**src/rtl/fetch_stage_pkg.sv**
```systemverilog
// Shared definitions for the femtoRV32 fetch stage: FSM encoding, bubble word, IF/ID field layout.
package fetch_stage_pkg;

  typedef enum logic [1:0] {
    FETCH   = 2'd0,
    HOLD    = 2'd1,
    DISCARD = 2'd2
  } fetch_state_t;

  localparam logic [31:0] DEFAULT_NOP_INSTR = 32'h0000_0013;

  localparam int IFID_PC_MSB    = 63;
  localparam int IFID_PC_LSB    = 32;
  localparam int IFID_INSTR_MSB = 31;
  localparam int IFID_INSTR_LSB = 0;

  function automatic logic [63:0] pack_ifid(input logic [31:0] pc, input logic [31:0] instr);
    logic [63:0] w;
    w = '0;
    w[IFID_PC_MSB:IFID_PC_LSB]       = pc;
    w[IFID_INSTR_MSB:IFID_INSTR_LSB] = instr;
    return w;
  endfunction

endpackage

```
**src/rtl/fetch_perf_counters.sv**
```systemverilog
// Saturating 32-bit event counters for the fetch stage.
// One-edge update latency; counters stick at all-ones instead of wrapping.
module fetch_perf_counters (
  input  logic        clk,
  input  logic        rst,
  input  logic        stall,
  input  logic        flush,
  input  logic        wait_cycle,
  output logic [31:0] perf_stall_cycles,
  output logic [31:0] perf_flushes,
  output logic [31:0] perf_wait_cycles
);

  always_ff @(posedge clk) begin
    if (rst) begin
      perf_stall_cycles <= '0;
      perf_flushes      <= '0;
      perf_wait_cycles  <= '0;
    end else begin
      if (stall && perf_stall_cycles != 32'hFFFF_FFFF)
        perf_stall_cycles <= perf_stall_cycles + 32'd1;
      if (flush && perf_flushes != 32'hFFFF_FFFF)
        perf_flushes <= perf_flushes + 32'd1;
      if (wait_cycle && perf_wait_cycles != 32'hFFFF_FFFF)
        perf_wait_cycles <= perf_wait_cycles + 32'd1;
    end
  end

endmodule

```
**src/rtl/fetch_stage.sv**
```systemverilog
// Instruction fetch + IF/ID register; zero-wait memory gives one instr/cycle, N waits insert N bubbles.
// Stall parks an early word in HOLD; flush redirects and drops any stale ack. Optional FETCH_PERF_EN counters.
module fetch_stage
  import fetch_stage_pkg::*;
#(
  parameter logic [31:0] RESET_PC  = 32'h0000_0000,
  parameter logic [31:0] NOP_INSTR = DEFAULT_NOP_INSTR
) (
  input  logic        clk,
  input  logic        rst,
  input  logic        stall,
  input  logic        flush,
  input  logic [31:0] redirect_pc,
  output logic        imem_req,
  output logic [31:0] imem_addr,
  input  logic [31:0] imem_rdata,
  input  logic        imem_ack,
  output logic [31:0] pc_out,
  output logic [63:0] if_id_out,
  output logic        if_id_valid
`ifdef FETCH_PERF_EN
  ,
  output logic [31:0] perf_stall_cycles,
  output logic [31:0] perf_flushes,
  output logic [31:0] perf_wait_cycles
`endif
);

  fetch_state_t state, state_nxt;
  logic [31:0]  pc;
  logic [31:0]  stale_addr;
  logic [63:0]  ifid;
  logic [63:0]  hold;
  logic         valid;
  logic [31:0]  target;

  assign target = {redirect_pc[31:2], 2'b00};

  always_ff @(posedge clk) begin
    if (rst) state <= FETCH;
    else     state <= state_nxt;
  end

  always_comb begin
    state_nxt = state;
    case (state)
      FETCH: begin
        if (flush)                 state_nxt = imem_ack ? FETCH : DISCARD;
        else if (imem_ack && stall) state_nxt = HOLD;
      end
      HOLD:    if (flush || !stall) state_nxt = FETCH;
      // A flush here keeps waiting for the original stale ack.
      DISCARD: if (imem_ack)        state_nxt = FETCH;
      default:                      state_nxt = FETCH;
    endcase
  end

  always_comb begin
    imem_req  = !rst && (state != HOLD);
    imem_addr = (state == DISCARD) ? stale_addr : pc;
  end

  always_ff @(posedge clk) begin
    if (rst) begin
      pc         <= RESET_PC;
      stale_addr <= RESET_PC;
      ifid       <= pack_ifid(RESET_PC, NOP_INSTR);
      hold       <= '0;
      valid      <= 1'b0;
    end else if (flush) begin
      pc    <= target;
      ifid  <= pack_ifid(target, NOP_INSTR);
      valid <= 1'b0;
      if (state == FETCH && !imem_ack) stale_addr <= pc;
    end else begin
      case (state)
        FETCH: begin
          if (imem_ack) begin
            if (stall) begin
              hold <= pack_ifid(pc, imem_rdata);
            end else begin
              ifid  <= pack_ifid(pc, imem_rdata);
              valid <= 1'b1;
              pc    <= pc + 32'd4;
            end
          end else if (!stall) begin
            ifid  <= pack_ifid(pc, NOP_INSTR);
            valid <= 1'b0;
          end
        end
        HOLD: begin
          if (!stall) begin
            ifid  <= hold;
            valid <= 1'b1;
            pc    <= pc + 32'd4;
          end
        end
        DISCARD: begin
          if (!stall) begin
            ifid  <= pack_ifid(pc, NOP_INSTR);
            valid <= 1'b0;
          end
        end
        default: ;
      endcase
    end
  end

  assign pc_out      = pc;
  assign if_id_out   = ifid;
  assign if_id_valid = valid;

`ifdef FETCH_PERF_EN
  logic wait_cycle;
  assign wait_cycle = (state == FETCH || state == DISCARD) && !imem_ack;

  fetch_perf_counters u_perf (
    .clk               (clk),
    .rst               (rst),
    .stall             (stall),
    .flush             (flush),
    .wait_cycle        (wait_cycle),
    .perf_stall_cycles (perf_stall_cycles),
    .perf_flushes      (perf_flushes),
    .perf_wait_cycles  (perf_wait_cycles)
  );
`endif

endmodule

```
**config.mk**
```make
export PLATFORM = sky130hd
export DESIGN_NAME = fetch_stage
export DESIGN_NICKNAME = d
export VERILOG_FILES = /design/src/rtl/fetch_stage_pkg.sv /design/src/rtl/fetch_perf_counters.sv /design/src/rtl/fetch_stage.sv
export SDC_FILE = /design/constraint.sdc
export NUM_CORES = 1
export LEC_CHECK = 0
export BUFFER_PORTS_ARGS = -buffer_cell sky130_fd_sc_hd__buf_2
export CELL_PAD_IN_SITES_DETAIL_PLACEMENT = 1
export CELL_PAD_IN_SITES_GLOBAL_PLACEMENT = 1
export CORE_UTILIZATION = 43
export DETAILED_ROUTE_END_ITERATION = 8
export PLACE_DENSITY = 0.86
export REMOVE_ABC_BUFFERS = 1
export SETUP_SLACK_MARGIN = 0.5
export SYNTH_ARGS = -nofsm -noshare
export SYNTH_HDL_FRONTEND = slang
export SYNTH_HIERARCHICAL = 1
export SYNTH_SLANG_ARGS = --single-unit
```
**constraint.sdc**
```tcl
create_clock -name clk -period 4.87 [get_ports clk]
set_clock_uncertainty 0.15 [all_clocks]
set_input_delay 0.7305 -clock clk [delete_from_list [all_inputs] [get_ports clk]]
set_output_delay 0.7305 -clock clk [all_outputs]
set_load 0.1 [all_outputs]
```
# --- Word level (Yosys, flattened, before mapping) ---
# Cells that the tools add are included.
op_classes:
  addsub: 1
  multipliers: 0
  n_div: 0
  magnitude_cmp: 0
  eq_ne: 12
  shifts: 0
  mux: 21
  bitwise: 1
  n_reduce_logical: 20
ops:
  columns: ["cell", "count"]
  rows:
  - ["two-way mux 64 bit", 5]
  - ["one-hot mux 64 bit (3 select lines)", 1]
  - ["two-way mux 32 bit", 4]
  - ["one-hot mux 32 bit (2 select lines)", 1]
  - ["adder 32 x 3 -> 32 bit (second input constant)", 1]
  - ["inequality test 3 bit (second input constant)", 4]
  - ["two-way mux 2 bit", 5]
  - ["AND reduction 3 bit", 3]
  - ["inequality test 2 bit (second input constant)", 4]
  - ["one-hot mux 2 bit (3 select lines)", 1]
  - ["AND reduction 2 bit", 3]
  - ["nonzero test 3 bit", 2]
  - ["inequality test 4 bit (second input constant)", 1]
  - ["AND reduction 4 bit", 1]
  - ["nonzero test 4 bit", 1]
  - ["logical AND 1 bit", 3]
  - ["zero test 1 bit", 3]
  - ["two-way mux 1 bit", 3]
  - ["one-hot mux 1 bit (3 select lines)", 1]
  - ["equality test 2 x 1 -> 1 bit (second input constant)", 1]
  - ["equality test 2 bit (second input constant)", 1]
  - ["zero test 2 bit", 1]
  - ["inequality test 2 x 1 -> 1 bit (second input constant)", 1]
  - ["nonzero test 2 bit", 1]
  - ["other kinds (3)", 3]
word_totals:
  ff_bits: 195
  latchBits: 0
  ram_bits: 0
  rom_bits: 0
  input_bits: 69
  output_inout_bits: 130
  mem_count: 0

# --- Longest topological paths before layout ---
logic_depth:
  ltp_word: 5
  mapped_depth: 9

# --- Worst setup path after synthesis ---
# OpenSTA, ideal clock, no wires.
synth_timing:
  path_type: "reg2out"
  startpoint: "reg pc[15] (netlist: pc_out[15])"
  endpoint: "out imem_addr[15]"
  arrival_ns: 3.471
  required_time_ns: 3.990
  path_slack_ns: 0.518
  path_stages_with_launch: 4
  path_buffers: 1
  cell_sequence: "dfxtp_1 buf_2 inv_1 o21ai_0"
synth_via:
  elab_chain_len: 1
synth_lines:
  columns: ["element", "line_no", "rtl"]
  rows:
  - ["start, declared", "fetch_stage.sv:30", "logic [31:0] pc;"]
  - ["start signal, assigned", "fetch_stage.sv:71", "pc <= target;"]
  - ["start signal, assigned", "fetch_stage.sv:84", "pc <= pc + 32'd4;"]
  - ["start signal, assigned", "fetch_stage.sv:95", "pc <= pc + 32'd4;"]
  - ["two-way mux 32 bit", "fetch_stage.sv:60", "imem_addr = (state == DISCARD) ? stale_addr : pc;"]
  - ["end, declared", "fetch_stage.sv:15", "output logic [31:0] imem_addr,"]
# Every way passes these cells.

# --- Worst setup path in the final report ---
layout_timing:
  startpoint: "reg state[0]"
  endpoint: "out imem_addr[27]"
layout_via:
  elab_chain_len: 2
layout_lines:
  columns: ["element", "line_no", "rtl"]
  rows:
  - ["start, declared", "fetch_stage.sv:29", "fetch_state_t state, state_nxt;"]
  - ["start signal, assigned", "fetch_stage.sv:41", "else state <= state_nxt;"]
  - ["equality test 2 bit", "fetch_stage.sv:60", null]
  - ["two-way mux 32 bit", "fetch_stage.sv:60", null]
# Every way passes these cells.

==> flow_summary.yaml <==
outcome:
  result_of_the_run: "complete, no violations"
clocking:
  cts_tree: "yes"
  clk-insertion-delay-late_ps: 440
  post_cts_gate_resize_count: 0
  h-tree-depth: 4
  cts_root_buf: "sky130_fd_sc_hd__clkbuf_16"
  clock_buffer_count_from_cts: 17
  ctsHoldBuffers: 0
  clk_transition_reported_paths_ps: 70
  number_of_clock_sinks: 189
  postCtsSetupBuffers: 0
  clock_path_buffers: 2
route:
  wl_met3_mm: 1.70
  detail_route.iter0.violations: 524
  vias: 8524
  route.detailed.drc: 0
  dr_wl_met2_mm: 14.5
  postRouteAntennaNets: 0
  viasPerCell: 5.98
  detail_route.wirelength.met1_mm: 11.9
  drt_first_pass_iters: 5
  postRouteWirelength_mm: 28.9
  top_layer_used: "met4"
  wl_per_cell_um: 20.2
synth:
  synth-main-ff-cell: "sky130_fd_sc_hd__dfxtp_1"
  synth.top_cells.by_area: "sky130_fd_sc_hd__dfxtp_1 (43%), sky130_fd_sc_hd__nand2_1 (8.8%), sky130_fd_sc_hd__a21oi_1 (6.2%), sky130_fd_sc_hd__mux2_2 (3.8%), sky130_fd_sc_hd__clkbuf_1 (3.7%)"
  synth_seq_cells: 189
  synth_top_area_share_pct: 43.1
  synth.top_cells.by_count: "sky130_fd_sc_hd__nand2_1 (206), sky130_fd_sc_hd__dfxtp_1 (189), sky130_fd_sc_hd__a21oi_1 (109), sky130_fd_sc_hd__clkbuf_1 (86), sky130_fd_sc_hd__nor2_1 (36)"
  synthesis.instances: 1031
  syn-mean-instance-area_um2: 8.52
  synth-edff-count: 0
  syn_area_um2: 8790
  sequential_area_share_after_synthesis_pct: 43.1
  yosysWarningCount: 6
  async_flop_share_pct: 0
  yosysUniqueCellTypes: 56
  yosys.area.top_type: "sky130_fd_sc_hd__dfxtp_1"
  synth.most_common_cell: "sky130_fd_sc_hd__nand2_1"
placed_design:
  dp.final_hpwl_mm: 18.2
  place.gp.congestion: 0.776
  place.detailed.instances: 1392
  port_buffers: 192
floorplan:
  dieHeight_um: 145
  io_pins: 199
  num_rows: 51
  die_area_um2: 21000
  placeableCoreArea_um2: 19700
  chipWidth_um: 145
  initial_core_util_pct: 44.6
global_routing:
  antenna_found_initial: 3
  gr-total-overflow: 0
  groute.usage.overall_pct: 27.3
  grt_max_degree: 74
  first_global_vias: 8725
  grt_first_pass_wirelength_mm: 45.9
worst_setup_path:
  worstSetupStartpointType: "flop"
  cp-end-kind: "primary output"
  critical_path.cell_chain: "inv_1 -> ha_2 -> buf_4 -> mux2_2 -> buf_2"
  rr_worst_depth: 7
  critical-path-slowest-cell: "sky130_fd_sc_hd__ha_2"
  cp.required_ps: 3990
  reg2reg_slack_ps: 1880
  timing.setup.critical_path_class: "flop to primary output"
  r2r-end: "if_id_out[53]"
  critPathMaxStageDelay_ps: 520
  critical_path_arrival_ps: 2460
  path_max_fanout: 20
  rr_startpoint: "state[0]"
timing:
  max_freq_mhz: 299
  hold_viol_final: 0
  setup_tns_final_ps: 0
  setup_viol_count_final: 0
  timing.final.crit_share_pct: 68.6
  timing.max_slew.rel_slack_pct: 19.1
  timing.final.crit_period_ps: 3340
  timing_worst_slew_pin_value_ps: 1210
  final_max_slew_viol_count: 0
  setup_repair_after_global_routing_missed_its_margin: "false"
power_and_ir_drop:
  vdd_drop_max_uv: 268
  power.leakage_nw: 4.07
  power.density_cell_area_nw_per_um2: 400
flow_run:
  cap_violations: 0
final_layout:
  finish.cell_count_without_fillers: 1426
  areaGrowthSynthToFinish_pct: 17.6
  final_layout_size_suffix_gt1_share_pct: 25.3
  finish.net_count: 1220
worst_hold_path:
  hp_start: "stale_addr[14]"
  hold_path_end: "stale_addr[14]"
  hold_path_class: "flop to flop"
  worstHoldPathCells: 2
-- critical path, delay by kind of cell, from the launching register on --
| kind | cells | cell delay, ps |
|---|---|---|
| fa+ha+maj | 1 | 520 |
| buf+inv | 3 | 780 |
| flops | 1 | 340 |
| mux | 1 | 380 |
-- per-stage QoR --
step | power [mW] | instance area (µm²) | util, % | setup slack, ps | hold slack [ps]
finish | 4.13 | 10300 | 52.4 | 1530 | 305
global route | 4.27 | 10300 | 52.4 | 1430 | 316
CTS | 4.16 | 10300 | 52.4 | 1510 | 306
detailed placement | 2.76 | 9740 | 49.4 | 1830 | 296
global placement | 2.74 | 9740 | 49.4 | 1890 | 289
floorplan | 2.51 | 8290 | - | 525 | 277
-- area by class of cell --
class	count	area [µm²]
inverter	8	30.0
antenna	3	7.51
timing repair buffer	208	1080
sequential	189	3780
multi-input combinational	722	4520
clock buffer	19	443
tap	265	332
clock inverter	12	136
fill	2374	9390
-- flip-flops by register name, summed over array words and instances, names as in the netlist, named ones only --
signal,flops
stale_addr,30
if_id_out,64
hold,62
pc_out,30
state,2
-- cells by family after synthesis --
logic type | Yosys count | share of synthesized area [%]
buffers and inverters | 123 | 6.08
AOI/OAI and AO/OA | 321 | 26.6
muxes | 33 | 4.23
and+or+nand+nor | 353 | 18.7
xor gates and xnor gates | 6 | 0.598
DFF | 189 | 43.1
adders and majority gates | 5 | 0.712
other | 1 | 0.0427
-- worst max-delay path by stage --
stage                         end  cells after the start  slack, ps  startpoint
finish              imem_addr[27]                      5       1530    state[0]
global route        imem_addr[27]                      5       1430    state[0]
CTS                 imem_addr[10]                      5       1510    state[0]
detailed placement     pc_out[19]                      5       1830       stall
global placement       pc_out[19]                      5       1890       stall
floorplan           imem_addr[15]                      2        530  pc_out[15]
-- metal layers --
layer  vias up  track usage, %
li1       3926               -
met1      4258            32.5
met2       289            47.5
met3        51            5.25
met4         0            11.7
met5         -               0
-- where the power goes --
group | switching (mW) | internal, mW | total (mW) | leakage, nW
Clock | 0.625 | 0.772 | 1.40 | 0.276
Sequential | 0.0791 | 1.62 | 1.70 | 1.54
Combinational | 0.822 | 0.214 | 1.04 | 2.25
-- cell usage in the layout, fill, tap and decap left out, types with 5 or more instances in the layout --
cell and count:
sky130_fd_sc_hd__o31a_2 5, sky130_fd_sc_hd__o31a_1 11, sky130_fd_sc_hd__nor2b_1 5, sky130_fd_sc_hd__clkbuf_16 17, sky130_fd_sc_hd__dfxtp_1 189, sky130_fd_sc_hd__o311a_1 13, sky130_fd_sc_hd__a21oi_1 106, sky130_fd_sc_hd__a22oi_1 29
sky130_fd_sc_hd__nor4_1 17, sky130_fd_sc_hd__nand3_1 10, sky130_fd_sc_hd__a32o_1 30, sky130_fd_sc_hd__nor2_1 35, sky130_fd_sc_hd__buf_2 191, sky130_fd_sc_hd__nand2_1 206, sky130_fd_sc_hd__mux2_2 30, sky130_fd_sc_hd__inv_1 8
sky130_fd_sc_hd__a21boi_0 30, sky130_fd_sc_hd__o21a_1 31, sky130_fd_sc_hd__buf_4 17, sky130_fd_sc_hd__nand2b_1 31, sky130_fd_sc_hd__nand4_1 9, sky130_fd_sc_hd__nor3_1 6, sky130_fd_sc_hd__and4_1 7, sky130_fd_sc_hd__o21ai_0 12
sky130_fd_sc_hd__xnor2_1 6, sky130_fd_sc_hd__a221o_1 32
No activity file was read; power rests on OpenSTA's default activity.
